===== config.mk =====
export PLATFORM = sky130hd
export DESIGN_NAME = bot_io_hub
export DESIGN_NICKNAME = d
export VERILOG_FILES = /design/src/rtl/bot_io_hub_pkg.sv /design/src/rtl/bot_irq_ctrl.sv /design/src/rtl/bot_io_hub.sv
export SDC_FILE = /design/constraint.sdc
export NUM_CORES = 1
export LEC_CHECK = 0
export ABC_CLOCK_PERIOD_IN_PS = 1800
export BUFFER_PORTS_ARGS = -buffer_cell sky130_fd_sc_hd__clkbuf_2
export CORE_MARGIN = 4
export CORE_UTILIZATION = 41
export DETAILED_ROUTE_END_ITERATION = 10
export GPL_TIMING_DRIVEN = 0
export HOLD_SLACK_MARGIN = 0.02
export PLACE_DENSITY = 0.84
export SYNTH_ARGS = -nofsm -noshare
export SYNTH_HDL_FRONTEND = slang
export SYNTH_SLANG_ARGS = --single-unit

===== constraint.sdc =====
create_clock -name clk -period 1.8 [get_ports clk]
set_clock_uncertainty 0.2 [all_clocks]
set_input_delay 0.18 -clock clk [delete_from_list [all_inputs] [get_ports clk]]
set_output_delay 0.18 -clock clk [all_outputs]
set_load 0.01 [all_outputs]

===== src/rtl/bot_io_hub_pkg.sv =====
// Shared constants for the bot I/O hub: port map, per-bot register offsets and IRQ FSM states.
package bot_io_hub_pkg;

    localparam logic [7:0] RD_BUTTONS  = 8'h00;
    localparam logic [7:0] RD_SW_LO    = 8'h01;
    localparam logic [7:0] RD_SW_HI    = 8'h02;
    localparam logic [7:0] RD_IRQ      = 8'h03;
    localparam logic [7:0] RD_WDT      = 8'h05;

    localparam logic [7:0] WR_LED_LO   = 8'h01;
    localparam logic [7:0] WR_LED_HI   = 8'h02;
    localparam logic [7:0] WR_DP       = 8'h03;
    localparam logic [7:0] WR_MASK     = 8'h04;
    localparam logic [7:0] WR_DIG_BASE = 8'h08;

    localparam logic [7:0] BOT_BASE    = 8'h10;
    localparam int         BOT_STRIDE  = 8;

    localparam logic [2:0] OFS_LOCX    = 3'd0;
    localparam logic [2:0] OFS_LOCY    = 3'd1;
    localparam logic [2:0] OFS_INFO    = 3'd2;
    localparam logic [2:0] OFS_SENSORS = 3'd3;
    localparam logic [2:0] OFS_LMDIST  = 3'd4;
    localparam logic [2:0] OFS_RMDIST  = 3'd5;
    localparam logic [2:0] OFS_MOTCTL  = 3'd6;

    typedef enum logic [1:0] {
        IDLE    = 2'd0,
        REQ     = 2'd1,
        SERVICE = 2'd2
    } irq_state_e;

endpackage


===== src/rtl/bot_irq_ctrl.sv =====
// Pending-event latch, interrupt mask and KCPSM6 interrupt/interrupt_ack handshake FSM.
module bot_irq_ctrl
    import bot_io_hub_pkg::*;
#(
    parameter int NUM_BOTS = 2
) (
    input  logic                clk,
    input  logic                srst,
    input  logic [NUM_BOTS-1:0] upd_i,
    input  logic                mask_we_i,
    input  logic [NUM_BOTS-1:0] mask_i,
    input  logic                clr_en_i,
    input  logic [NUM_BOTS-1:0] clr_i,
    input  logic                ack_i,
    output logic [NUM_BOTS-1:0] active_o,
    output logic                irq_o
);

    logic [NUM_BOTS-1:0] pending_q, pending_d;
    logic [NUM_BOTS-1:0] mask_q, mask_d;
    irq_state_e          state_q, state_d;
    logic                irq_q, irq_d;

    // Set is applied after clear so a same-cycle event survives the read-to-clear.
    always_comb begin
        pending_d = pending_q;
        if (clr_en_i) begin
            pending_d = pending_d & ~clr_i;
        end
        pending_d = pending_d | upd_i;
        mask_d    = mask_we_i ? mask_i : mask_q;
    end

    assign active_o = pending_q & mask_q;

    always_comb begin
        state_d = state_q;
        irq_d   = 1'b0;
        case (state_q)
            IDLE: begin
                if (|active_o) state_d = REQ;
            end
            REQ: begin
                irq_d = ~ack_i;
                if (ack_i) state_d = SERVICE;
            end
            SERVICE: begin
                if (~|active_o) state_d = IDLE;
            end
            default: state_d = IDLE;
        endcase
    end

    always_ff @(posedge clk) begin
        if (srst) begin
            pending_q <= '0;
            mask_q    <= '0;
            state_q   <= IDLE;
            irq_q     <= 1'b0;
        end else begin
            pending_q <= pending_d;
            mask_q    <= mask_d;
            state_q   <= state_d;
            irq_q     <= irq_d;
        end
    end

    assign irq_o = irq_q;

endmodule


===== src/rtl/bot_io_hub.sv =====
// KCPSM6 port-bus hub for NUM_BOTS RojoBot channels, display, LEDs, buttons and switches.
// Optional per-bot motor watchdog enabled by defining BOT_IO_HUB_WATCHDOG_EN.
module bot_io_hub
    import bot_io_hub_pkg::*;
#(
    parameter int NUM_BOTS   = 2,
    parameter int LED_WIDTH  = 16,
    parameter int WDT_CYCLES = 50_000_000
) (
    input  logic                  clk,
    input  logic                  rst,
    input  logic [7:0]            port_id,
    input  logic [7:0]            out_port,
    output logic [7:0]            in_port,
    input  logic                  write_strobe,
    input  logic                  k_write_strobe,
    input  logic                  read_strobe,
    output logic                  interrupt,
    input  logic                  interrupt_ack,
    input  logic [NUM_BOTS-1:0]   bot_upd,
    input  logic [8*NUM_BOTS-1:0] bot_locx,
    input  logic [8*NUM_BOTS-1:0] bot_locy,
    input  logic [8*NUM_BOTS-1:0] bot_info,
    input  logic [8*NUM_BOTS-1:0] bot_sensors,
    input  logic [8*NUM_BOTS-1:0] bot_lmdist,
    input  logic [8*NUM_BOTS-1:0] bot_rmdist,
    output logic [8*NUM_BOTS-1:0] bot_motctl,
    input  logic [3:0]            buttons,
    input  logic [15:0]           switches,
    output logic [39:0]           dig,
    output logic [7:0]            dp,
    output logic [LED_WIDTH-1:0]  led
);

    // OUTPUTK only carries a 4-bit port, so it can never reach the bot channels.
    logic       wr_en;
    logic [7:0] wr_addr;
    assign wr_en   = write_strobe | k_write_strobe;
    assign wr_addr = write_strobe ? port_id : {4'h0, port_id[3:0]};

    logic [7:0]            in_port_q, in_port_d;
    logic [LED_WIDTH-1:0]  led_q;
    logic [7:0]            dp_q;
    logic [NUM_BOTS-1:0]   irq_active;
    logic [8*NUM_BOTS-1:0] bot_rd;
    logic [7:0]            irq_byte, wdt_byte;

    bot_irq_ctrl #(.NUM_BOTS(NUM_BOTS)) u_irq (
        .clk       (clk),
        .srst      (rst),
        .upd_i     (bot_upd),
        .mask_we_i (wr_en && (wr_addr == WR_MASK)),
        .mask_i    (out_port[NUM_BOTS-1:0]),
        .clr_en_i  (read_strobe && (port_id == RD_IRQ)),
        .clr_i     (in_port_q[NUM_BOTS-1:0]),
        .ack_i     (interrupt_ack),
        .active_o  (irq_active),
        .irq_o     (interrupt)
    );

    always_comb begin
        irq_byte = 8'h00;
        irq_byte[NUM_BOTS-1:0] = irq_active;
    end

    always_comb begin
        in_port_d = 8'h00;
        case (port_id)
            RD_BUTTONS: in_port_d = {4'b0, buttons};
            RD_SW_LO:   in_port_d = switches[7:0];
            RD_SW_HI:   in_port_d = switches[15:8];
            RD_IRQ:     in_port_d = irq_byte;
            RD_WDT:     in_port_d = wdt_byte;
            default:    ;
        endcase
        for (int b = 0; b < NUM_BOTS; b++) begin
            in_port_d = in_port_d | bot_rd[8*b +: 8];
        end
    end

    always_ff @(posedge clk) begin
        if (rst) begin
            in_port_q <= 8'h00;
            led_q     <= '0;
            dp_q      <= 8'h00;
        end else begin
            in_port_q <= in_port_d;
            if (wr_en && (wr_addr == WR_LED_LO)) led_q[7:0] <= out_port;
            if (wr_en && (wr_addr == WR_LED_HI)) led_q[LED_WIDTH-1:8] <= out_port[LED_WIDTH-9:0];
            if (wr_en && (wr_addr == WR_DP))     dp_q <= out_port;
        end
    end

    assign in_port = in_port_q;
    assign led     = led_q;
    assign dp      = dp_q;

    for (genvar gi = 0; gi < 8; gi++) begin : g_dig
        logic [4:0] dig_q;
        always_ff @(posedge clk) begin
            if (rst) begin
                dig_q <= 5'h00;
            end else if (wr_en && (wr_addr == (WR_DIG_BASE | 8'(gi)))) begin
                dig_q <= out_port[4:0];
            end
        end
        assign dig[5*gi +: 5] = dig_q;
    end

`ifdef BOT_IO_HUB_WATCHDOG_EN
    logic [NUM_BOTS-1:0] wdt_flags;
    always_comb begin
        wdt_byte = 8'h00;
        wdt_byte[NUM_BOTS-1:0] = wdt_flags;
    end
`else
    assign wdt_byte = 8'h00;
`endif

    for (genvar gi = 0; gi < NUM_BOTS; gi++) begin : g_bot
        localparam logic [7:0] BASE = BOT_BASE + 8'(BOT_STRIDE * gi);
        logic       hit, mot_we, timeout;
        logic [7:0] rd_val;
        logic [7:0] motctl_q;

        assign hit    = (port_id[7:3] == BASE[7:3]);
        assign mot_we = wr_en && (wr_addr == (BASE | {5'b0, OFS_MOTCTL}));

        always_comb begin
            rd_val = 8'h00;
            if (hit) begin
                case (port_id[2:0])
                    OFS_LOCX:    rd_val = bot_locx[8*gi +: 8];
                    OFS_LOCY:    rd_val = bot_locy[8*gi +: 8];
                    OFS_INFO:    rd_val = bot_info[8*gi +: 8];
                    OFS_SENSORS: rd_val = bot_sensors[8*gi +: 8];
                    OFS_LMDIST:  rd_val = bot_lmdist[8*gi +: 8];
                    OFS_RMDIST:  rd_val = bot_rmdist[8*gi +: 8];
                    default:     ;
                endcase
            end
        end
        assign bot_rd[8*gi +: 8] = rd_val;

`ifdef BOT_IO_HUB_WATCHDOG_EN
        localparam int CW = $clog2(WDT_CYCLES + 1);
        logic [CW-1:0] cnt_q;
        logic          arm_q, wdt_q;

        // Counter only runs after a motctl write; it fires once, then idles at zero.
        assign timeout = arm_q && !mot_we && (cnt_q == '0);

        always_ff @(posedge clk) begin
            if (rst) begin
                cnt_q <= '0;
                arm_q <= 1'b0;
                wdt_q <= 1'b0;
            end else begin
                if (mot_we) begin
                    cnt_q <= CW'(WDT_CYCLES);
                    arm_q <= 1'b1;
                end else if (arm_q) begin
                    if (cnt_q == '0) arm_q <= 1'b0;
                    else             cnt_q <= cnt_q - CW'(1);
                end
                if (read_strobe && (port_id == RD_WDT) && in_port_q[gi]) wdt_q <= 1'b0;
                if (timeout) wdt_q <= 1'b1;
            end
        end
        assign wdt_flags[gi] = wdt_q;
`else
        assign timeout = 1'b0;
`endif

        always_ff @(posedge clk) begin
            if (rst) begin
                motctl_q <= 8'h00;
            end else if (mot_we) begin
                motctl_q <= out_port;
            end else if (timeout) begin
                motctl_q <= 8'h00;
            end
        end
        assign bot_motctl[8*gi +: 8] = motctl_q;
    end

endmodule


==> metrics.md <==
| Metric | Value |
|---|---|
| Final nets | `896` |
| Warnings, synthesis | `0` |
| Final design utilization | `57.9%` |
| Worst setup path startpoint | `port_id[6]` |
| CTS tree | `built` |
| Clock transition at path regs | `around 0.09 ns` |
| Seq cells post-synth | `95` |
| Share of layout cells above drive strength 1 | `a little under two fifths` |
| Drt initial violations | `~280` |
| Post-route cell area | `around 6300 um2` |
| Period utilization | `a little over nine tenths` |
| Port bufs | `between 200 and 250` |
| Post-placement cell count | `between 800 and 900` |
| Largest net degree at the start of global routing | `17` |
| Hold Startpoint | `rst` |
| CP required | `around 1.8 ns` |
| Die W | `~110 um` |
| Max Fclk | `0.571 GHz` |
| Worst setup margin | `0.0499 ns` |
| Number of global-route vias before repair | `about 4.7k` |
| Post-layout min period | `1.75 ns` |
| Vias after detailed routing | `about 4.7k` |
| Peak VDD IR | `~0.00055 V` |
| Vias per inst | `between 5 and 6` |
| Critical path fanouts, max | `9` |
| Core Footprint | `about 11,000 um2` |
| Yosys cell types | `just under 50` |
| Pwr Total | `between 0.004 and 0.005 W` |
| Worst Tran Pin Value | `around 0.65 ns` |
| First-pass GRT wire length | `about 24 mm` |
| Worst hold path type | `primary input to register` |
| Commonest cells after routing, fill and taps aside | `clkbuf_2, dfxtp_1, mux2i_1` |
| Commonest non-fill, non-tap cell in the layout | `clkbuf_2` |
| Post-synth EDFFs | `0` |
| Final ANT Viol Nets | `0` |
| Status | `finished clean` |
| Synth Flop Type | `dfxtp_1` |
| Die area | `12,800 um2` |
| Critical path capture point type | `register` |
| Critical setup path kind | `primary input to register` |
| Synthesized area | `around 4500 um2` |
| Reg2Reg Launch Point | `u_irq.mask_q[1]` |
| Cell Area, Placed | `approximately 6000 um2` |
| Syn Inst Count | `roughly 500` |
| Async S/R FF share, synth | `0%` |
| DRC | `0` |
| Fin cells | `900` |
| H-tree depth | `3` |
| Chip height | `about 110 um` |
| Final WL | `roughly 16 mm` |
| Cell at the root of the clock tree | `clkbuf_8` |
| TritonCTS buffer count | `9` |
| Register area share after synthesis | `between 40% and 50%` |
| Total gr overflow | `0` |
| Syn nets | `around 640` |
| Final hold violations | `0` |
| Area growth syn-to-layout | `38.6%` |
| Worst slew margin relative to its limit | `56.4%` |
| Dominant cells by area after synthesis | `dfxtp_1, mux2i_1, nor2_1` |
| Clk Latency, worst-skew pair | `~0.35 ns` |
| Hpwl dp | `about 13 mm` |
| Top-area cell type share of the netlist area | `a little over two fifths` |
| # rows | `38` |
| CP Launch Type | `primary input` |
| Initial antenna violation count | `0` |
| Synth area leader | `dfxtp_1` |
| Starting density of the core | `41.8%` |
| Max-cap viol count | `0` |
| Wire length per cell | `about 18 um` |
| Clock Sinks | `between 90 and 100` |
| Ant. Diodes | `0` |
| Slew Limit Fails | `0` |
| IO Pins | `approximately 230` |
| Worst EP arrival | `1.79 ns` |
| Pwr/cell area | `roughly 690 nW/um2` |
| Gp weighted congestion | `roughly 0.9` |
| Leakage | `~3 nW` |
| RSZ-0062 raised after global routing | `yes` |
| Mean Syn Cell Area | `9.04 um2` |
| Final setup viols | `0` |
| Placement Setup Slack | `-0.439 ns` |
| Clk buf depth | `2` |
| DRT Pass-1 Iters | `8` |
| All-Layer GR Usage | `between 20% and 30%` |
[kinds of logic after synthesis]
logic type,share of synthesized area (%)
mux,23.7
simple gates,19.0
flops,42.0
buf+inv,3.95
compound gates,11.4
[cell type report]
type | instances | area [um2]
plain buffers | 36 | 168
repair buffers | 244 | 1310
multi-input cells | 364 | 2470
clock inverters | 5 | 88.8
flip-flops and latches | 95 | 1900
well taps | 140 | 175
inverters | 6 | 22.5
clock buffers | 10 | 138
fillers | 990 | 4570
[power by group]
group	switching [W]	internal, W
Sequential	0.00000997	0.00212
Combinational	0.000332	0.000285
Clock	0.000767	0.000831
[layer usage]
layer | global-route usage, % | share of wire [%] | vias up
met2 | 43.9 | 50 | 200
met3 | 5.88 | 7.5 | 28
met5 | 0 | 0 | -
li1 | - | - | 2260
met4 | 7.13 | 2.0 | 0
met1 | 28.9 | 40 | 2233
[sequential cells by signal, indices dropped and copies added (netlist names)]
register / count
dp: 8
g_dig.dig_q: 40
u_irq.mask_q: 2
u_irq.state_q: 2
u_irq.irq_o: 1
led: 16
g_bot.motctl_q: 16
u_irq.pending_q: 2
in_port: 8
[repair_timing]
action,4_1_cts,5_1_grt
setup buffers,2,0
pin swaps,1,1
hold buffers,16,0
setup endpoints to repair,14,23
hold endpoints to repair,39,0
resized for setup,1,11
[metrics by stage]
stage | hold WS, ns | setup TNS [ns]
5_1_grt | 0.0220 | -0.0116
2_1_floorplan | 0.0593 | 0
3_5_place_dp | 0.188 | -22.90
3_3_place_gp | 0.188 | -21.57
4_1_cts | 0.0238 | 0
6_report | 0.0237 | 0
[path summary, 6_finish.rpt]
kind,end,cells past startpoint,slack (ns)
max,g_dig[4].dig_q[3],7,0.05
min,in_port[3],4,0.02
max reg2reg,in_port[1],4,0.34
min reg2reg,led[14],2,0.26
[Yosys cell counts (7+ instances only)]
master	number
clkbuf_1	21
a211oi_1	7
o21ai_0	14
nand3_1	8
dfxtp_1	95
a21oi_1	28
mux2i_1	88
buf_2	11
nor2_1	80
nand2_1	57
[critical path, cell delays in order]
cell and delay [ns]:
clkbuf_2 0.11, nor4_4 0.41, mux2i_4 0.22, or3_1 0.39, buf_2 0.19, mux2i_1 0.21, nor2_1 0.07
Note: power is estimated with default switching activity, not from simulation.
